`config.mk`:
```
export PLATFORM = sky130hd
export DESIGN_NAME = dmux1to8_16bit_buf
export DESIGN_NICKNAME = d
export VERILOG_FILES = /design/src/rtl/dmux1to8_16bit_buf_pkg.sv /design/src/rtl/dmux1to8_16bit_buf_chan_reg.sv /design/src/rtl/dmux1to8_16bit_buf.sv
export SDC_FILE = /design/constraint.sdc
export NUM_CORES = 1
export LEC_CHECK = 0
export CAP_MARGIN = 20
export CORE_UTILIZATION = 30
export CTS_BUF_LIST = sky130_fd_sc_hd__clkbuf_4 sky130_fd_sc_hd__clkbuf_8
export CTS_CLUSTER_SIZE = 30
export DETAILED_ROUTE_END_ITERATION = 10
export HOLD_SLACK_MARGIN = 0.03
export PLACE_DENSITY = 0.63
export SETUP_SLACK_MARGIN = 0.15
export SLEW_MARGIN = 20
export SYNTH_ARGS = -nofsm -noshare
export SYNTH_HDL_FRONTEND = slang
export SYNTH_HIERARCHICAL = 1
export SYNTH_SLANG_ARGS = --single-unit
```
`constraint.sdc`:
```
create_clock -name clk -period 10.8 [get_ports clk]
set_clock_uncertainty 0.15 [all_clocks]
set_input_delay 2.16 -clock clk [delete_from_list [all_inputs] [get_ports clk]]
set_output_delay 2.16 -clock clk [all_outputs]
set_load 0.005 [all_outputs]
```
`src/rtl/dmux1to8_16bit_buf_pkg.sv`:
```
// dmux1to8_16bit_buf_pkg: shared constants, channel index type and bit count helper
package dmux1to8_16bit_buf_pkg;
    localparam int CH_COUNT = 8;
    localparam int SEL_W = 3;
    localparam int DEF_WIDTH = 16;
    typedef logic [SEL_W-1:0] ch_idx_t;
    function automatic logic [3:0] popcount(input logic [CH_COUNT-1:0] v);
        popcount = '0;
        for (int i = 0; i < CH_COUNT; i++) popcount += {3'b0, v[i]};
    endfunction
endpackage

```
`src/rtl/dmux1to8_16bit_buf_chan_reg.sv`:
```
// dmux_chan_reg: one-entry holding register with valid flag and consumer handshake
module dmux_chan_reg
    import dmux1to8_16bit_buf_pkg::*;
#(
    parameter int WIDTH = DEF_WIDTH
) (
    input  logic             clk,
    input  logic             rst,
    input  logic             wr,
    input  logic             flush,
    input  logic             ready,
    input  logic [WIDTH-1:0] wdata,
    output logic [WIDTH-1:0] data,
    output logic             valid,
    output logic             valid_nxt
);
    // flush wins over delivery; a write during delivery keeps valid set with no bubble
    always_comb valid_nxt = flush ? 1'b0 : wr ? 1'b1 : (valid && ready) ? 1'b0 : valid;
    always_ff @(posedge clk or posedge rst) begin
        if (rst) begin
            data  <= '0;
            valid <= 1'b0;
        end else begin
            valid <= valid_nxt;
            if (wr) data <= wdata;
        end
    end
endmodule

```
`src/rtl/dmux1to8_16bit_buf.sv`:
```
// dmux1to8_16bit_buf: registered 1-to-8 demux with per-channel holding registers
module dmux1to8_16bit_buf
    import dmux1to8_16bit_buf_pkg::*;
#(
    parameter int WIDTH = DEF_WIDTH
) (
    input  logic                clk,
    input  logic                rst,
    input  logic [WIDTH-1:0]    in_data,
    input  ch_idx_t             in_sel,
    input  logic                in_valid,
    output logic                in_ready,
    input  logic                rr_mode,
    input  logic                flush,
    output logic [WIDTH-1:0]    out0,
    output logic [WIDTH-1:0]    out1,
    output logic [WIDTH-1:0]    out2,
    output logic [WIDTH-1:0]    out3,
    output logic [WIDTH-1:0]    out4,
    output logic [WIDTH-1:0]    out5,
    output logic [WIDTH-1:0]    out6,
    output logic [WIDTH-1:0]    out7,
    output logic [CH_COUNT-1:0] out_valid,
    input  logic [CH_COUNT-1:0] out_ready,
    output ch_idx_t             rr_ptr,
    output logic [3:0]          occupancy
);
    logic [WIDTH-1:0]    data [CH_COUNT];
    logic [CH_COUNT-1:0] valid_nxt;
    ch_idx_t             dst;
    logic                accept;
    always_comb begin
        dst      = rr_mode ? rr_ptr : in_sel;
        in_ready = !flush && (!out_valid[dst] || out_ready[dst]);
        accept   = in_valid && in_ready;
    end
    for (genvar i = 0; i < CH_COUNT; i++) begin : g_ch
        dmux_chan_reg #(.WIDTH(WIDTH)) u_ch (
            .clk       (clk),
            .rst       (rst),
            .wr        (accept && dst == ch_idx_t'(i)),
            .flush     (flush),
            .ready     (out_ready[i]),
            .wdata     (in_data),
            .data      (data[i]),
            .valid     (out_valid[i]),
            .valid_nxt (valid_nxt[i])
        );
    end
    assign out0 = data[0];
    assign out1 = data[1];
    assign out2 = data[2];
    assign out3 = data[3];
    assign out4 = data[4];
    assign out5 = data[5];
    assign out6 = data[6];
    assign out7 = data[7];
    // occupancy tracks the next-state valids so it never lags out_valid
    always_ff @(posedge clk or posedge rst) begin
        if (rst) begin
            rr_ptr    <= '0;
            occupancy <= '0;
        end else begin
            occupancy <= popcount(valid_nxt);
            if (accept && rr_mode) rr_ptr <= rr_ptr + 3'd1;
        end
    end
endmodule

```
# == After elaboration in Yosys (flattened, before gate mapping) ==
# Index checks and enable logic that the tools add are counted.
# totals
regBits,143
inputBits,32
out_inout_bits,144
elab_cells,86
# op_classes
add_sub_neg,8
order_cmp,1
eq_ne,7
n_mux,29
reduce_logical,23
# op_table
cell,count
$mux W1,26
$logic_and A1 B1 Y1,19
$add A4 B1 Y4,4
$eq A3 B3 Y1 const B,4
$bmux W1 S3,2
$eq A3 B2 Y1 const B,2
$add A3 B1 Y4,1
$lt A3 B4 Y1 const B,1
$add A2 B1 Y3,1
$add A3 B1 Y3 const B,1
$eq A3 B1 Y1 const B,1
$logic_not A3 Y1,1
$mux W3,1
$add A1 B1 Y2,1
$logic_not A1 Y1,2
$logic_or A1 B1 Y1,1

# == Depth between registers and ports, before layout ==
# logic_depth
depth_word,17
ltp_mapped,20

# == Hierarchy ==
# The synthesis kept the hierarchy.
# by_module_without_submodules
mod,instances,cells_each,area_each_um2,seq_area_each_um2
dmux_chan_reg,8,39,689.4,425.4
dmux1to8_16bit_buf,1,89,799.5,175.2

# == Worst setup path before layout ==
# Ideal clock, no wire load.
# synth_path
path_type,input -> register
start,in in_sel[0]
end,reg occupancy[2]
setup_time_ns,0.123
arrival_ns,6.152
required_time_ns,10.527
slack_ns,4.375
stages,19
path_buffers,2
path_cell_list,nor2b_4 -> a21oi_2 -> mux4_2 -> a31oi_4 -> nand2_2 -> nor3_1 -> buf_6 -> buf_12 -> inv_1 -> a21oi_1 -> fa_1 -> inv_1 -> fa_1 -> fa_1 -> inv_1 -> ha_1 -> inv_1 -> fa_1 -> xnor2_1
# synth_via
elab_chain_len,17
elab_cells_between_ends,48
classes_between,add/sub (7); eq/ne (7); mux (21); reduce/logical (13)
# synth_lines
item,line,text
from (decl),dmux1to8_16bit_buf.sv:10,"input ch_idx_t in_sel,"
$mux W3 (*),dmux1to8_16bit_buf.sv:33,dst = rr_mode ? rr_ptr : in_sel;
$bmux W1 S3,dmux1to8_16bit_buf.sv:34,in_ready = !flush && (!out_valid[dst] || out_ready[dst]);
$mux W1 (implied by the code),dmux1to8_16bit_buf.sv:34,
$logic_not A1 Y1,dmux1to8_16bit_buf.sv:34,
$logic_or A1 B1 Y1,dmux1to8_16bit_buf.sv:34,
$logic_and A1 B1 Y1,dmux1to8_16bit_buf.sv:34,
$logic_and A1 B1 Y1,dmux1to8_16bit_buf.sv:35,accept = in_valid && in_ready;
$logic_and A1 B1 Y1 (*),dmux1to8_16bit_buf.sv:41,".wr (accept && dst == ch_idx_t'(i)),"
$mux W1 (*) (2 in a row),dmux1to8_16bit_buf_chan_reg.sv:18,always_comb valid_nxt = flush ? 1'b0 : wr ? 1'b1 : (valid && ready) ? 1'b0 : valid;
net valid_nxt[1],dmux1to8_16bit_buf.sv:29,logic [CH_COUNT-1:0] valid_nxt;
$add A1 B1 Y2 (*),dmux1to8_16bit_buf_pkg.sv:9,"for (int i = 0; i < CH_COUNT; i++) popcount += {3'b0, v[i]};"
$add A2 B1 Y3 (*),dmux1to8_16bit_buf_pkg.sv:9,
$add A3 B1 Y4 (*),dmux1to8_16bit_buf_pkg.sv:9,
$add A4 B1 Y4 (*) (4 in a row),dmux1to8_16bit_buf_pkg.sv:9,
to (signal assigned),dmux1to8_16bit_buf.sv:64,occupancy <= popcount(valid_nxt);
to (decl),dmux1to8_16bit_buf.sv:26,output logic [3:0] occupancy
# Mark *: on every way through the listed nets, which the timed path passes. The rest lies on a longest branch. The select of a mux whose other input is x is not followed.
# A chain may end at the register's enable or synchronous reset.

# == Worst setup path in the final report ==
# layout_path
start,in rr_mode
end,reg occupancy[2]
# layout_via
elab_chain_len,17
elab_cells_between_ends,48
classes_between,add/sub (7); eq/ne (7); mux (21); reduce/logical (13)
# layout_lines
item,line,text
from (decl),dmux1to8_16bit_buf.sv:13,"input logic rr_mode,"
$mux W3 (*),dmux1to8_16bit_buf.sv:33,
$bmux W1 S3,dmux1to8_16bit_buf.sv:34,
$mux W1 (implied by the code),dmux1to8_16bit_buf.sv:34,
$logic_not A1 Y1,dmux1to8_16bit_buf.sv:34,
$logic_or A1 B1 Y1,dmux1to8_16bit_buf.sv:34,
$logic_and A1 B1 Y1,dmux1to8_16bit_buf.sv:34,
$logic_and A1 B1 Y1,dmux1to8_16bit_buf.sv:35,
$logic_and A1 B1 Y1 (*),dmux1to8_16bit_buf.sv:41,
$mux W1 (*) (2 in a row),dmux1to8_16bit_buf_chan_reg.sv:18,
net valid_nxt[1],dmux1to8_16bit_buf.sv:29,
$add A1 B1 Y2 (*),dmux1to8_16bit_buf_pkg.sv:9,
$add A2 B1 Y3 (*),dmux1to8_16bit_buf_pkg.sv:9,
$add A3 B1 Y4 (*),dmux1to8_16bit_buf_pkg.sv:9,
$add A4 B1 Y4 (*) (4 in a row),dmux1to8_16bit_buf_pkg.sv:9,
# Marks and branches as above.

==> summary.txt <==
Placement
  – Post-DP HPWL: 12,700 um
  – Placed Cells: 835
  – Pre-CTS setup slack: 3.06 ns
  – Port Buffers: 175
  – Final GP Congestion: 0.922

Yosys
  – Synth Register Bits: 143
  – Seq/Total Area, Yosys: 0.567
  – Synthesized area per cell: 15.7 um2
  – Synthesized cell area: 6310 um2
  – Post-synth top area share: 0.567
  – Post-synth EDFFs: 0
  – Async S/R FF share, synth: 1.00
  – Ys Warns: 6
  – Commonest cells post-synth: 143 x dfrtp_1, 73 x mux2_4, 56 x mux2_2
  – Area leader, netlist: dfrtp_1
  – Synth top area cells: dfrtp_1 57%, mux2_4 17%, mux2_2 10%
  – Main flop type after synthesis: dfrtp_1
  – Synth Instances: 401
  – Netlist cell types: 38
  – Cell with the most instances after synthesis: dfrtp_1
  – Syn_nets: 441

Power and ir drop
  – PwrDens: 270 nW/um2
  – PnR Total Power: 2.33 mW
  – Max rail drop VDD: 0.115 mV
  – Pleak: 3.74 nW

Route
  – WL met1: 7730 um
  – Max layer used: met4
  – Detailed Route WL: 17,500 um
  – Iter 0 DRT Violations: 226
  – DRT Pass-1 Iters: 4
  – Post-DR wirelength/cell: 20.2 um
  – Final antenna-violating net count: 0
  – WL met2: 8380 um
  – Vias per cell: 4.61
  – Post-route DRC: 0
  – Via count: 4,001
  – DR WL met3: 1220 um

Clock tree
  – Clk slew on worst S/H paths: 0.09 ns
  – H-tree levels: 4
  – Post-CTS setup buffer count: 0
  – TritonCTS clock tree: done
  – Max clock buf depth: 2
  – Num CTS Buffers: 17
  – Resized cells post-CTS: 0
  – Root Driver: clkbuf_8
  – Clock sinks: 143
  – Clk Latency, worst-skew pair: 0.44 ns
  – Hold Buf Count CTS: 0

Worst setup path
  – Required time worst endpoint: 10.98 ns
  – Worst setup SP type: input port
  – CP max-delay cell: clkdlybuf4s50_1
  – Top cell family by delay on the critical path: adder cells
  – Worst path bufs/invs: 6
  – Crit. End Element: flop
  – Worst reg2reg path startpoint: rr_ptr[0]
  – Crit-path max cell delay: 0.84 ns
  – Critical Path AT: 7.44 ns
  – Worst setup startpoint: rr_mode
  – Crit path kind: input port to flop
  – Worst-path cell chain: clkdlybuf4s50_1 -> nor2b_4 -> a21oi_2 -> mux4_2 -> a31oi_4 -> nand2_2 -> nor3_2 -> buf_4 -> inv_1 -> a21oi_1 -> fa_1 -> inv_1 -> fa_1 -> fa_1 -> inv_1 -> ha_1 -> inv_1 -> fa_1 -> xnor2_1
  – CP Max Fanout: 17

STA
  – Max Fclk: 0.138 GHz
  – Worst-Margin Slew: 0.841 ns
  – Tcrit/Tclk final: 0.673
  – Setup violators final: 0
  – Hold Violations, Final: 0
  – WHS: 0.360 ns
  – Fin worst setup slack: 3.54 ns
  – Setup_tns: 0 ns
  – Max Slew Vio Count: 0
  – Minimum clock period after layout: 7.26 ns
  – RSZ-0062 raised after global routing: no
  – Slew HR: 0.439

Floorplan
  – Ports: 176
  – FP Rows: 52
  – Core footprint: 20,400 um2
  – Die height: 147 um
  – Die width: 147 um
  – Die area: 21,600 um2
  – Initial Util: 0.309

GRT
  – Largest net degree at the start of global routing: 18
  – GRT overflow: 0
  – First-pass GRT wire length: 26,900 um
  – Initial antenna violation count: 0
  – Number of global-route vias before repair: 4,339
  – All-layer global routing usage: 0.169

Run
  – Max-Cap Viols: 0

Cells and area
  – Layout cells sized above 1: 0.308
  – Final nets: 624
  – Non-filler cells, final: 867
  – N_diodes: 0
  – Area Growth Syn to Fin: 36.9%

Worst hold path
  – Hold WC Path Type: flop to flop
  – Worst Hold Launch: g_ch[2].u_ch/data[12]

Status
  – Outcome: completed
kinds of logic after synthesis:
| family | share of synthesized area |
|---|---|
| AO/OA/AOI/OAI | 0.0262 |
| flip-flops | 0.567 |
| multiplexers | 0.284 |
| buffers and inverters | 0.0612 |
| AND/OR/NAND/NOR | 0.0369 |
| adder cells (fa/ha/maj) | 0.0206 |
| XOR/XNOR | 0.00416 |
power by group:
group	total (mW)	switching (mW)	internal (mW)
Clock	0.435	0.210	0.225
Combinational	0.954	0.269	0.685
Sequential	0.942	0.162	0.780
Total	2.33	0.641	1.69
registers in the layout (all words and copies together) (netlist names):
name             cells
g_ch.u_ch/data     128
g_ch.u_ch/valid      8
occupancy            4
rr_ptr               3
layout make-up:
class | instances | area (um2)
tap | 270 | 338
inverter | 32 | 120
multi-input combinational | 207 | 2390
clock inverter | 12 | 131
sequential | 143 | 3580
clock buffer | 20 | 275
fill | 1918 | 11800
timing repair buffer | 183 | 1810
per-layer routing:
layer,vias up,GRT usage
met4,0,0.0433
met2,150,0.280
li1,1754,-
met3,15,0.0519
met5,-,0
met1,2082,0.214
final timing paths:
path                       cells after the start               endpoint  slack (ns)
min in group asynchronous                      2              rr_ptr[1]        2.05
max in group asynchronous                      2   g_ch[2].u_ch/data[0]        7.68
max reg2reg                                   17           occupancy[2]        5.62
min                                            1  g_ch[2].u_ch/data[12]        0.36
min reg2reg                                    1  g_ch[2].u_ch/data[12]        0.36
max                                           19           occupancy[2]        3.54
through the flow:
step | instance area [um2] | utilization
after CTS | 8640 | 0.423
after global routing | 8640 | 0.423
final | 8640 | 0.423
after global placement | 8240 | 0.403
after floorplan | 6310 | -
after detailed placement | 8240 | 0.403
worst register-to-register path, cell delays in order (launching register included):
cell and delay (ns):
dfrtp_1 0.52, a21oi_2 0.31, mux4_2 0.58, a31oi_4 0.20, nand2_2 0.20, nor3_2 0.21
buf_4 0.32, inv_1 0.09, a21oi_1 0.25, fa_1 0.47, inv_1 0.08, fa_1 0.42
fa_1 0.44, inv_1 0.08, ha_1 0.17, inv_1 0.06, fa_1 0.38, xnor2_1 0.14
placed cells by master (no fill, tap or decap), drive strengths merged:
master | netlist | layout
clkinv | 0 | 6
o31ai | 1 | 1
nor3 | 9 | 9
clkbuf | 1 | 20
a32o | 2 | 2
nor4b | 1 | 1
nand3 | 1 | 1
mux2 | 129 | 129
nand2b | 12 | 12
fa | 4 | 4
nor2 | 1 | 1
o21ai | 3 | 3
nand4 | 3 | 3
a21boi | 1 | 1
mux4 | 2 | 2
a31oi | 2 | 2
bufinv | 0 | 2
inv | 32 | 35
or3 | 1 | 1
nand3b | 1 | 1
dfrtp | 143 | 143
clkdlybuf4s50 | 0 | 175
mux2i | 2 | 2
a21o | 1 | 1
nand2 | 6 | 6
a21oi | 13 | 13
buf | 18 | 8
nor2b | 3 | 3
ha | 4 | 4
and2 | 1 | 1
a211oi | 1 | 1
clkinvlp | 0 | 1
xnor2 | 3 | 3
(Power assumes the default switching activity.)
